### src/rtl/ram_arbiter.sv
// ram_arbiter: shares one single-port RAM between requester A (CPU, primary)
// and requester B (loader/debug DMA). One access per cycle, combinational
// grant, locked bursts, and a bounded-starvation guard for the losing side.
// Optional feature macro: RAM_ARB_RR_EN -- when defined, IDLE ties alternate
// between the two sides; when undefined, IDLE ties always go to A.
module ram_arbiter #(
    parameter int ADDR_BITS = 13,
    parameter int WIDTH     = 8,
    parameter int MAX_WAIT  = 15
) (
    input  logic                 clk,
    input  logic                 rst,

    input  logic                 a_req,
    input  logic                 a_lock,
    input  logic                 a_we,
    input  logic [ADDR_BITS-1:0] a_addr,
    input  logic [WIDTH-1:0]     a_di,
    output logic                 a_gnt,
    output logic                 a_rvalid,
    output logic [WIDTH-1:0]     a_do,

    input  logic                 b_req,
    input  logic                 b_lock,
    input  logic                 b_we,
    input  logic [ADDR_BITS-1:0] b_addr,
    input  logic [WIDTH-1:0]     b_di,
    output logic                 b_gnt,
    output logic                 b_rvalid,
    output logic [WIDTH-1:0]     b_do,

    output logic                 ram_we,
    output logic [ADDR_BITS-1:0] ram_addr,
    output logic [WIDTH-1:0]     ram_di,
    input  logic [WIDTH-1:0]     ram_do
);

    localparam int WAIT_W = $clog2(MAX_WAIT + 1);
    localparam logic [WAIT_W-1:0] WAIT_MAX = WAIT_W'(MAX_WAIT);

    typedef enum logic [1:0] {
        IDLE   = 2'd0,
        LOCK_A = 2'd1,
        LOCK_B = 2'd2
    } state_t;

    state_t                 state;
    logic [WAIT_W-1:0]      wait_a;
    logic [WAIT_W-1:0]      wait_b;
    logic [ADDR_BITS-1:0]   addr_hold_p1;
    logic                   rd_vld_a_p1;
    logic                   rd_vld_b_p1;
    logic                   starved_a;
    logic                   starved_b;
    logic                   tie_to_a;

    // Denial counter step: counts up and sticks at the starvation threshold.
    function automatic logic [WAIT_W-1:0] sat_inc(input logic [WAIT_W-1:0] v);
        if (v >= WAIT_MAX)
            return WAIT_MAX;
        else
            return v + 1'b1;
    endfunction

    // A side only counts as starved while it is still asking for the RAM.
    assign starved_a = a_req && (wait_a == WAIT_MAX);
    assign starved_b = b_req && (wait_b == WAIT_MAX);

`ifdef RAM_ARB_RR_EN
    // Side that won the most recent granted cycle; only steers IDLE ties.
    logic last_b;

    // Track the most recent winner so contention alternates.
    always_ff @(posedge clk) begin
        if (rst)
            last_b <= 1'b1;
        else if (a_gnt)
            last_b <= 1'b0;
        else if (b_gnt)
            last_b <= 1'b1;
    end

    assign tie_to_a = last_b;
`else
    assign tie_to_a = 1'b1;
`endif

    // Grant decision: lock owner keeps the RAM unless the other side is starved.
    always_comb begin
        a_gnt = 1'b0;
        b_gnt = 1'b0;
        if (!rst) begin
            if (state == LOCK_A && a_req && !starved_b) begin
                a_gnt = 1'b1;
            end else if (state == LOCK_B && b_req && !starved_a) begin
                b_gnt = 1'b1;
            end else if (a_req && b_req) begin
                if (starved_a)
                    a_gnt = 1'b1;
                else if (starved_b)
                    b_gnt = 1'b1;
                else if (tie_to_a)
                    a_gnt = 1'b1;
                else
                    b_gnt = 1'b1;
            end else begin
                a_gnt = a_req;
                b_gnt = b_req;
            end
        end
    end

    // RAM mux: winner drives the RAM; with no winner the address parks.
    always_comb begin
        ram_we   = 1'b0;
        ram_addr = addr_hold_p1;
        ram_di   = '0;
        if (a_gnt) begin
            ram_we   = a_we;
            ram_addr = a_addr;
            ram_di   = a_di;
        end else if (b_gnt) begin
            ram_we   = b_we;
            ram_addr = b_addr;
            ram_di   = b_di;
        end else if (rst) begin
            ram_addr = '0;
        end
    end

    // Control state: lock FSM, starvation counters, parked address, read valids.
    always_ff @(posedge clk) begin
        if (rst) begin
            state        <= IDLE;
            wait_a       <= '0;
            wait_b       <= '0;
            addr_hold_p1 <= '0;
            rd_vld_a_p1  <= 1'b0;
            rd_vld_b_p1  <= 1'b0;
        end else begin
            rd_vld_a_p1 <= a_gnt && !a_we;
            rd_vld_b_p1 <= b_gnt && !b_we;
            wait_a      <= (a_req && !a_gnt) ? sat_inc(wait_a) : '0;
            wait_b      <= (b_req && !b_gnt) ? sat_inc(wait_b) : '0;
            if (a_gnt || b_gnt)
                addr_hold_p1 <= ram_addr;
            case (state)
                IDLE: begin
                    if (a_gnt && a_lock)
                        state <= LOCK_A;
                    else if (b_gnt && b_lock)
                        state <= LOCK_B;
                end
                LOCK_A: begin
                    if (!a_req || (a_gnt && !a_lock) || starved_b)
                        state <= IDLE;
                end
                LOCK_B: begin
                    if (!b_req || (b_gnt && !b_lock) || starved_a)
                        state <= IDLE;
                end
                default: state <= IDLE;
            endcase
        end
    end

    // RAM read data is shared; rvalid tells each side when it is theirs.
    assign a_do     = ram_do;
    assign b_do     = ram_do;
    assign a_rvalid = rd_vld_a_p1;
    assign b_rvalid = rd_vld_b_p1;

endmodule

### config.mk
export PLATFORM = sky130hd
export DESIGN_NAME = ram_arbiter
export DESIGN_NICKNAME = d
export VERILOG_FILES = /design/src/rtl/ram_arbiter.sv
export SDC_FILE = /design/constraint.sdc
export NUM_CORES = 1
export LEC_CHECK = 0
export BUFFER_PORTS_ARGS = -buffer_cell sky130_fd_sc_hd__buf_4
export CELL_PAD_IN_SITES_DETAIL_PLACEMENT = 1
export CELL_PAD_IN_SITES_GLOBAL_PLACEMENT = 1
export CORE_ASPECT_RATIO = 1.2
export CORE_UTILIZATION = 34
export CTS_BUF_LIST = sky130_fd_sc_hd__clkbuf_4 sky130_fd_sc_hd__clkbuf_8
export DETAILED_ROUTE_END_ITERATION = 10
export PLACE_DENSITY = 0.95
export SETUP_SLACK_MARGIN = 0.2
export SLEW_MARGIN = 20
export SYNTH_ARGS = -nofsm -noshare
export SYNTH_HDL_FRONTEND = slang
export SYNTH_SLANG_ARGS = --single-unit
### constraint.sdc
create_clock -name clk -period 4.8 [get_ports clk]
set_clock_uncertainty 0.15 [all_clocks]
set_input_delay 0 -clock clk [delete_from_list [all_inputs] [get_ports clk]]
set_output_delay 0 -clock clk [all_outputs]
set_load 0.005 [all_outputs]
# [After elaboration in Yosys (flattened, before gate mapping)]
# Cells that the tools add are included.
[op_classes] mux=26 add_sub_neg=2 reduce_logical=34 magnitude_cmp=2 n_eq_ne=7 n_bitwise=2
[op_table] operator="$mux 13" count=3
[op_table] operator="$mux 8" count=2
[op_table] operator="$logic_and 1x1->1" count=15
[op_table] operator="$mux 1" count=14
[op_table] operator="$logic_not 1->1" count=10
[op_table] operator="$add 4x1->4 const B" count=2
[op_table] operator="$eq 4x4->1 const B" count=2
[op_table] operator="$ge 4x4->1 const B" count=2
[op_table] operator="$mux 2" count=4
[op_table] operator="$mux 4" count=2
[op_table] operator="$pmux 2 s3" count=1
[op_table] operator="$logic_or 1x1->1" count=5
[op_table] operator="$ne 2x1->1 const B" count=2
[op_table] operator="$reduce_or 2->1" count=2
[op_table] operator="$ne 3x3->1 const B" count=1
[op_table] operator="$reduce_and 3->1" count=1
[op_table] operator="$eq 2x1->1 const B" count=1
[op_table] operator="$eq 2x2->1 const B" count=1
[op_table] operator="$logic_not 2->1" count=1
[op_table] operator="$not 1->1" count=2
[totals] reg_bits=25 wordCells=79

# [Logic depth before layout (Yosys ltp)]
[depth] word_depth=13 ltp_mapped=8

# [Worst setup path after synthesis]
# No wires, ideal clock.
[synth_path] path_type="register to register" from="register wait_b[0]" to="register addr_hold_p1[10]" path_slack_ns=2.678 n_path_buf=2 required_ns=4.529 arrival_time_ns=1.851 setup_ns=0.121 path_stages_with_launch=8 path_cell_list="dfxtp_1 -> ha_1 -> and3_1 -> buf_6 -> o21a_1 -> a211oi_2 -> buf_4 -> mux2_2"
[synth_between] elab_chain_len=10 word_cells_on_any_way=19 classes_between="1 x eq/ne; 14 x mux; 4 x reduce/logical"
[synth_rtl] element="from (decl)" line_no="49" rtl="logic [WAIT_W-1:0] wait_b;"
[synth_rtl] element="from (signal assigned)" line_no="144" rtl="wait_b <= (b_req && !b_gnt) ? sat_inc(wait_b) : '0;"
[synth_rtl] element="$eq 4x4->1 (*)" line_no="67" rtl="assign starved_b = b_req && (wait_b == WAIT_MAX);"
[synth_rtl] element="$logic_and 1x1->1 (*)" line_no="67"
[synth_rtl] element="$mux 1" line_no="100" rtl="else if (starved_b)"
[synth_rtl] element="$mux 1" line_no="98" rtl="if (starved_a)"
[synth_rtl] element="$mux 1" line_no="97" rtl="end else if (a_req && b_req) begin"
[synth_rtl] element="$mux 1" line_no="95" rtl="end else if (state == LOCK_B && b_req && !starved_a) begin"
[synth_rtl] element="$mux 1" line_no="93" rtl="if (state == LOCK_A && a_req && !starved_b) begin"
[synth_rtl] element="$mux 1" line_no="92" rtl="if (!rst) begin"
[synth_rtl] element="$mux 13" line_no="122" rtl="end else if (b_gnt) begin"
[synth_rtl] element="$mux 13" line_no="118" rtl="if (a_gnt) begin"
[synth_rtl] element="to (signal assigned)" line_no="146" rtl="addr_hold_p1 <= ram_addr;"
[synth_rtl] element="to (decl)" line_no="50" rtl="logic [ADDR_BITS-1:0] addr_hold_p1;"
# Mark *: on every way between the ends. The rest lies on a longest branch, timed or not.
# A chain may end at the register's enable or synchronous reset.

# [Worst setup path after layout]
[layout_path] from="register wait_b[0]" to="register addr_hold_p1[6]"
# Same word-level chain as after synthesis.

==> flow_summary.yaml <==
timing:
  period_share_pct: 72.1
  tns_ns: 0
  setup_violations: 0
  hold_slack_ns: -0.00414
  min_period_ns: 3.46
  worstMarginPinSlew_ns: 1.07
  slew_headroom_pct: 28.5
  rsz0062_at_grt: "false"
  maxSlewViolCount: 0
  fin_ws_ns: 1.34
  fmax_mhz: 289
  report.final.hold_viol_count: 1
power_and_ir_drop:
  ir_worst_vdd_v: 0.000170
  power_density_mw_per_mm2: 219
  leakage_nw: 1.10
setup_path:
  cp-start-kind: "flop"
  worst_r2r_path_depth: 7
  cp_max_fo: 31
  r2r-end: "addr_hold_p1[6]$_SDFFE_PP0P_"
  crit_type: "reg2reg"
  arrival_ns: 3.48
  critPathCaptureType: "flop"
  r2r_slack_ns: 1.34
  r2r_start: "wait_b[0]$_SDFF_PP0_"
  cp.required_ns: 4.82
clock_network:
  insertion_delay_ns: 0.28
  numCtsBuffers: 3
  root_buffer: "clkbuf_8"
  cts.sinks: 25
  path_clk_slew_ns: 0.10
  cts_setup_buffers: 0
  cts_buffer_depth: 2
  tritoncts: "built"
  cts.htree.levels: 1
final_layout:
  final_common_cell: "buf_4"
  multi_input_area_um2: 855
  area_growth_pct: 57.3
  antennaDiodeCount: 0
  seqCellArea_um2: 500
  nets: 304
  finalInstanceArea_mm2: 0.00246
  final_cell_mix: "buf_4, dlygate4sd3_1, dfxtp_1, mux2_2, a32o_1"
  fin_cells: 299
  fillers: 457
  drive_above_1_share_pct: 45.3
global_routing:
  grt_pass1_wl_mm: 9.87
  antenna_found_initial: 0
  grt_pass1_vias: 1808
  grt_util_all_layers_pct: 26.9
  grt_max_degree: 32
  grt_overflow: 0
hold_path:
  min_from: "rst"
  hold_path_class: "in2reg"
  hold_end: "state[0]$_SDFFE_PP0P_"
  min_path_cells: 3
placement:
  place_ws_ns: 2.16
  placedInstanceArea_mm2: 0.00201
  place_hpwl_mm: 3.25
  dp.cells: 255
  portBuffers: 75
  place_congestion: 0.737
synth:
  synth_top_family_by_area: "compound AO/OA/AOI/OAI gates"
  syn_inst: 148
  synth_seq_cells: 25
  synth_compound_area_share_pct: 21.7
  syn_nets: 208
  synth_warnings: 0
  muxShareOfSynthArea_pct: 20.7
  netlist_area_mm2: 0.00156
  synth_seq_area_share_pct: 32.1
  syn_area_per_cell_um2: 10.6
  synth_simple_gate_area_share_pct: 10.3
  synth-xor-area-share_pct: 0
  synth_fa_ha_area_share_pct: 1.60
  ys_types: 32
floorplan:
  dieArea_mm2: 0.00487
  start_util_pct: 36.1
  io_pins: 100
  dieWidth_um: 63.9
  core_mm2: 0.00433
  die_h_um: 76.2
  num_rows: 26
routing:
  wl_per_cell_um: 21.4
  dr.first_iter.drc_count: 61
  wl_mm: 6.41
  remaining_drc_errors: 0
  viasPerCell: 5.59
  vias: 1670
  detail-route-antenna-nets: 0
  dr.pass1.iters: 4
run_status:
  failed_checks: "negative hold slack"
  status: "finished with violations"
run:
  maxCapViolations: 0
[critical path, stage by stage (launching register included)]
cell and delay [ns]:
dfxtp_1 0.39, ha_1 0.30, and3_1 0.30, o21a_1 0.27, a211oi_4 0.44, buf_4 0.48
mux2_2 0.41, dlygate4sd3_1 0.59
[repair_timing]
item / CTS / global route
resized for setup: 0 / 0
hold buffers: 39 / 1
endpoints found under the hold margin: 35 / 1
[cells in the mapped netlist]
library cell	count	area share [%]
o21ai_0	1	0.32
and3_1	1	0.40
a32o_1	13	8.3
nand3b_1	3	1.4
mux2_2	18	13
dfxtp_1	25	32
o311ai_2	1	1.0
o21a_1	1	0.48
clkbuf_1	1	0.24
inv_1	3	0.72
nand3_1	6	1.9
o311a_4	1	1.4
buf_12	1	1.3
buf_6	3	2.2
mux2_4	8	7.7
a22o_1	9	5.0
nand2_1	2	0.48
a211oi_1	1	0.48
a211oi_2	1	0.80
nand4_1	2	0.80
a31oi_1	4	1.6
nor4b_1	1	0.56
a21oi_1	5	1.6
nor3_1	2	0.64
nor3b_1	1	0.48
buf_4	18	8.7
nor2_1	6	1.4
nor2b_1	4	1.6
or4_1	1	0.48
a21bo_2	1	0.64
ha_1	2	1.6
buf_2	2	0.64
[layer usage]
metal / track usage [%] / wire [um] / vias to the layer above
li1: - / - / 740
met3: 5.69 / 323 / 18
met5: 0 / 0 / -
met4: 10.7 / 155 / 0
met1: 31.1 / 2590 / 831
met2: 47.3 / 3330 / 81
[state kept, by name, summed over array words and instances, names as in the netlist]
register,count
b_rvalid,1
addr_hold_p1,13
wait_b,4
state,2
a_rvalid,1
wait_a,4
[how the worst max path moves through the flow]
| stage | start | endpoint | cells past startpoint |
|---|---|---|---|
| CTS | wait_b[0]$_SDFF_PP0_ | addr_hold_p1[12]$_SDFFE_PP0P_ | 7 |
| floorplan | wait_b[0]$_SDFF_PP0_ | addr_hold_p1[10]$_SDFFE_PP0P_ | 7 |
| detailed placement | wait_b[0]$_SDFF_PP0_ | addr_hold_p1[12]$_SDFFE_PP0P_ | 6 |
| global placement | wait_b[0]$_SDFF_PP0_ | ram_addr[10] | 7 |
| finish | wait_b[0]$_SDFF_PP0_ | addr_hold_p1[6]$_SDFFE_PP0P_ | 7 |
| global route | wait_b[0]$_SDFF_PP0_ | addr_hold_p1[6]$_SDFFE_PP0P_ | 7 |
[logic make-up (layout without fill, tap and decap cells)]
kind of cell | count (synthesis) | count (layout)
mux | 26 | 26
buf+inv | 28 | 123
fa+ha+maj | 2 | 2
compound gates | 38 | 38
simple gates | 29 | 29
flops | 25 | 25
[stage by stage]
step	total power, W	utilization, %
2_1_floorplan	0.000301	-
3_3_place_gp	0.000350	46.4
3_5_place_dp	0.000355	46.4
4_1_cts	0.000519	56.5
5_1_grt	0.000552	56.8
6_report	0.000537	56.8
[report_power, final]
| group | switching, W | leakage, nW | total (W) | internal (W) |
|---|---|---|---|---|
| Combinational | 0.0000634 | 0.871 | 0.000170 | 0.000106 |
| Sequential | 0.00000551 | 0.205 | 0.000225 | 0.000219 |
| Clock | 0.0000771 | 0.0262 | 0.000143 | 0.0000655 |
[layout make-up]
class                           count  share of cell area (%)
Tap cell                           56                    2.85
Inverter                            3                   0.458
Sequential cell                    25                    20.4
Multi-Input combinational cell     95                    34.8
Clock buffer                        4                    1.99
Timing Repair Buffer              116                    39.5
Note: power is estimated with default switching activity, not from simulation.
